<file path="src/rtl/handshake_arbiter.sv">
// handshake_arbiter
//   Round-robin arbiter that lets REQ_NUM requesters share one req/rdy
//   handshake channel. Each grant allows one transfer. After the transfer
//   the FSM waits for the channel to show ready again before it arbitrates
//   the next winner.
//
// Ports
//   clk      : single clock, rising edge
//   reset    : synchronous, active-high
//   req_req  : per-requester request (bit i = requester i)
//   req_rdy  : per-requester ready; only the granted bit can be high
//   ch_req   : request to the shared channel
//   ch_rdy   : ready from the shared channel
//   sel_idx  : granted requester index, used to steer payload muxes
//   busy     : high whenever the FSM is not in IDLE
//
// state | meaning
// ------+-----------------------------------------------------------
// IDLE  | no grant; pick a winner once the channel is ready
// GRANT | requester gnt owns the channel; one transfer at most
// WAIT  | transfer done; hold off until ch_rdy shows the channel free

module handshake_arbiter #(
  parameter  int REQ_NUM = 4,
  localparam int IW      = $clog2(REQ_NUM)
) (
  input  logic               clk,
  input  logic               reset,
  input  logic [REQ_NUM-1:0] req_req,
  output logic [REQ_NUM-1:0] req_rdy,
  output logic               ch_req,
  input  logic               ch_rdy,
  output logic [IW-1:0]      sel_idx,
  output logic               busy
);

  typedef enum logic [1:0] {
    IDLE  = 2'd0,
    GRANT = 2'd1,
    WAIT  = 2'd2
  } state_t;

  state_t          state_q, state_d;
  logic [IW-1:0]   gnt_q, gnt_d;
  logic [IW-1:0]   ptr_q, ptr_d;

  logic            win_vld;
  logic [IW-1:0]   win_idx;
  int              sum;

  // Rotating priority search starting at ptr_q. The loop runs from the
  // farthest offset down to offset 0 so the nearest requester is the last
  // one written and therefore wins.
  always_comb begin
    win_vld = 1'b0;
    win_idx = '0;
    sum     = 0;
    for (int i = REQ_NUM - 1; i >= 0; i--) begin
      sum = int'(ptr_q) + i;
      if (sum >= REQ_NUM) sum = sum - REQ_NUM;
      if (req_req[sum[IW-1:0]]) begin
        win_vld = 1'b1;
        win_idx = sum[IW-1:0];
      end
    end
  end

  always_comb begin
    state_d = state_q;
    gnt_d   = gnt_q;
    ptr_d   = ptr_q;
    ch_req  = 1'b0;
    req_rdy = '0;
    case (state_q)
      IDLE: begin
        if (win_vld && ch_rdy) begin
          gnt_d   = win_idx;
          state_d = GRANT;
        end
      end
      GRANT: begin
        ch_req         = req_req[gnt_q];
        req_rdy[gnt_q] = ch_rdy;
        if (!req_req[gnt_q]) begin
          // requester withdrew: give up the grant without moving the pointer
          state_d = IDLE;
        end else if (ch_rdy) begin
          state_d = WAIT;
          ptr_d   = (gnt_q == IW'(REQ_NUM - 1)) ? '0 : gnt_q + IW'(1);
        end
      end
      WAIT: begin
        if (ch_rdy) state_d = IDLE;
      end
      default: state_d = IDLE;
    endcase
  end

  always_ff @(posedge clk) begin
    if (reset) begin
      state_q <= IDLE;
      gnt_q   <= '0;
      ptr_q   <= '0;
    end else begin
      state_q <= state_d;
      gnt_q   <= gnt_d;
      ptr_q   <= ptr_d;
    end
  end

  assign sel_idx = gnt_q;
  assign busy    = (state_q != IDLE);

endmodule

</file>
<file path="config.mk">
export PLATFORM = sky130hd
export DESIGN_NAME = handshake_arbiter
export DESIGN_NICKNAME = d
export VERILOG_FILES = /design/src/rtl/handshake_arbiter.sv
export SDC_FILE = /design/constraint.sdc
export NUM_CORES = 1
export LEC_CHECK = 0
export ABC_AREA = 1
export BUFFER_PORTS_ARGS = -buffer_cell sky130_fd_sc_hd__buf_2
export CAP_MARGIN = 15
export CORE_MARGIN = 2
export CORE_UTILIZATION = 35
export CTS_BUF_LIST = sky130_fd_sc_hd__clkbuf_8
export CTS_CLUSTER_DIAMETER = 60
export DETAILED_ROUTE_END_ITERATION = 10
export GPL_TIMING_DRIVEN = 0
export PLACE_DENSITY = 0.66
export SYNTH_ARGS = -nofsm -noshare
export SYNTH_HDL_FRONTEND = slang
export SYNTH_SLANG_ARGS = --single-unit
</file>
<file path="constraint.sdc">
create_clock -name clk -period 2.05 [get_ports clk]
set_clock_uncertainty 0.05 [all_clocks]
set_input_delay 0.41 -clock clk [delete_from_list [all_inputs] [get_ports clk]]
set_output_delay 0.41 -clock clk [all_outputs]
set_load 0.005 [all_outputs]
</file>
==> metrics.md <==
| Metric | Value |
|---|---|
| Total CTS buffers | 3 |
| Sequential element share of the synthesized area | 21.0% |
| Fin nets | 130 |
| Largest net degree at the start of global routing | 11 |
| Synth Area per Inst | 5.72 µm² |
| Postcts setup bufs | 0 |
| Sink Count | 6 |
| Ys flop type | dfxtp_1 |
| Fillers | 156 |
| Pwr/cell area | 568 nW/µm² |
| Initial DRC count | 15 |
| Critical Path Max Stage Delay | 0.44 ns |
| Critical path fanouts, max | 7 |
| Startpoint types | flop |
| Pwr Total | 0.400 mW |
| Antenna fix cells | 0 |
| Area contributors post-synth | dfxtp_1, nand2_1, inv_1 |
| Core Box Area | 1520 µm² |
| Die width | 44.4 µm |
| Synth area leader | dfxtp_1 |
| Vias in the first global route | 582 |
| Final HPWL DP | 1070 µm |
| Non-Filler Instances | 133 |
| Count leader, synth | nand2_1 |
| Crit. End Element | output port |
| Worst EP required | 1.59 ns |
| Antenna violations before repair | 0 |
| Clock latency on the worst-skew pair | 0.22 ns |
| Top cells by count, synth | nand2_1, inv_1, nand3_1 |
| Pleak | 0.374 nW |
| Flops & latches, synth | 6 |
| Register share of total power | 32.8% |
| Total global-route track usage | 15.9% |
| Slowest CP cell | dfxtp_1 |
| Worst hold margin | 0.382 ns |
| Net Sw Frac | 28.2% |
| Layout cells sized above 1 | 19.7% |
| Placed cells | 130 |
| Post-synth EDFFs | 0 |
| CTS Hold Bufs | 0 |
| Fin crit share | 87.1% |
| H-tree depth | 1 |
| Initial Util | 37.5% |
| Hold Crit Class | input pin to flop |
| Max Fclk | 0.560 GHz |
| Total nets after synthesis | 111 |
| Post-DR wirelength/cell | 9.88 µm |
| Drt via density | 4.75 |
| Ys async rst share | 0% |
| Placer Congestion | 0.831 |
| DRC viols | 0 |
| Die H | 44.4 µm |
| Pre-CTS worst setup slack | 0.426 ns |
| RSZ-0062 raised after global routing | no |
| PostCTS Resize Cnt | 0 |
| Yosys top cell area share | 21.0% |
| Hold Fails Final Rpt | 0 |
| Clock root buffer | clkbuf_8 |
| Std-Cell Rows | 14 |
| Post-Synthesis Cells | 100 |
| Data arrival, critical path | 1.33 ns |
| Worst-Margin Slew | 0.350 ns |
| Max-slew violations | 0 |
| Port buffer count | 14 |
| Clock Pin Slew Worst Setup and Hold Paths | 0.03 ns |
| Buf/Inv on CP | 3 |
| Max Root-Sink Buffers | 2 |
| CTS tree | done |
| Area grow syn2layout | 23.0% |
| Max-cap violations | 0 |
| Ys Warns | 0 |
| CP top delay family | flip-flops |
| Final WS setup | 0.264 ns |
| Total Wirelength | 1310 µm |
| Net Switching | 0.113 mW |
| Clock power share | 42.9% |
| P_int | 0.287 mW |
| Status | completed |
| Die ar. | 1970 µm² |
| Routed Antenna Nets | 0 |
| Relative slew slack | 76.4% |
| DR pass1 iterations | 4 |
| Final setup viols | 0 |
| Gate power share | 24.3% |
| Synth cell types | 16 |
| VDD IR max | 0.000555 V |
| Final min period | 1.79 ns |
| I/O Pins | 15 |
| Syn Std Cell Area | 572 µm² |
| Total grt overflow | 0 |
| Via count | 632 |
| First-pass GRT wire length | 2350 µm |
| Critical-path cell list | inv_1, a21oi_1, o21ai_0, nand2_1, nand2_1, inv_1, buf_2 |
| Setup TNS Final | 0 ns |
| Setup CP Type | flop to output port |
per-layer routing:
metal	part of all wire, %	wire, µm	vias to the layer above	global-route usage (%)
met5	0	0	-	0
met4	0.68	9	0	7.27
met3	3.0	39	2	1.22
met2	45	596	11	26.2
met1	51	669	279	21.1
li1	-	-	340	-
kinds of logic after synthesis:
logic type / after synthesis / share of synthesized area (%)
and+or+nand+nor: 55 / 41.6
buffers and inverters: 21 / 15.1
AOI/OAI and AO/OA: 13 / 12.0
DFF: 6 / 21.0
adders and majority gates: 4 / 8.75
xor gates and xnor gates: 1 / 1.53
area by class of cell:
type / instances / area (µm²) / area share (%)
Sequential cell: 6 / 120 / 17.1
Clock buffer: 3 / 41.3 / 5.87
Timing Repair Buffer: 14 / 70.1 / 9.96
Buffer: 1 / 11.3 / 1.60
Inverter: 20 / 75.1 / 10.7
Tap cell: 16 / 20.0 / 2.85
Multi-Input combinational cell: 73 / 365 / 52.0
power groups by stage:
stage,combinational (mW),sequential [mW],clock (mW)
floorplan,0.0685,0.131,0
global placement,0.0946,0.133,0
detailed placement,0.0974,0.133,0
CTS,0.0979,0.131,0.177
global route,0.114,0.132,0.185
finish,0.0972,0.131,0.171
registers in the layout, indices dropped and copies added (netlist names):
| signal | flops |
|---|---|
| ptr_q | 2 |
| state_q | 2 |
| sel_idx | 2 |
placed cells by master (no fill, tap or decap):
cell	netlist	layout
a21oi_1	7	7
nor2_4	1	1
xnor2_1	1	1
clkbuf_8	0	3
nand3b_1	1	1
nand2_2	3	3
nand3_1	10	10
nor2_1	9	9
a21oi_2	1	1
nand2_1	31	31
o21ai_0	3	3
ha_1	4	4
buf_2	0	14
inv_1	19	19
clkinv_1	1	1
dfxtp_1	6	6
buf_6	1	1
o21ai_1	2	2
stage by stage:
stage / area [µm²] / util (%)
final: 703 / 46.1
after global routing: 703 / 46.1
after CTS: 703 / 46.1
after detailed placement: 662 / 43.4
after global placement: 662 / 43.4
after floorplan: 572 / -
worst paths after layout:
path                            startpoint         end  slack [ns]  cells after the start
worst max-delay path            sel_idx[0]      ch_req        0.26                      7
worst min-delay path                 reset  sel_idx[0]        0.38                      2
worst max register to register  sel_idx[0]    ptr_q[0]        0.55                      9
worst min register to register  state_q[1]  state_q[1]        0.46                      2
Power figures use the tool's default switching activity.
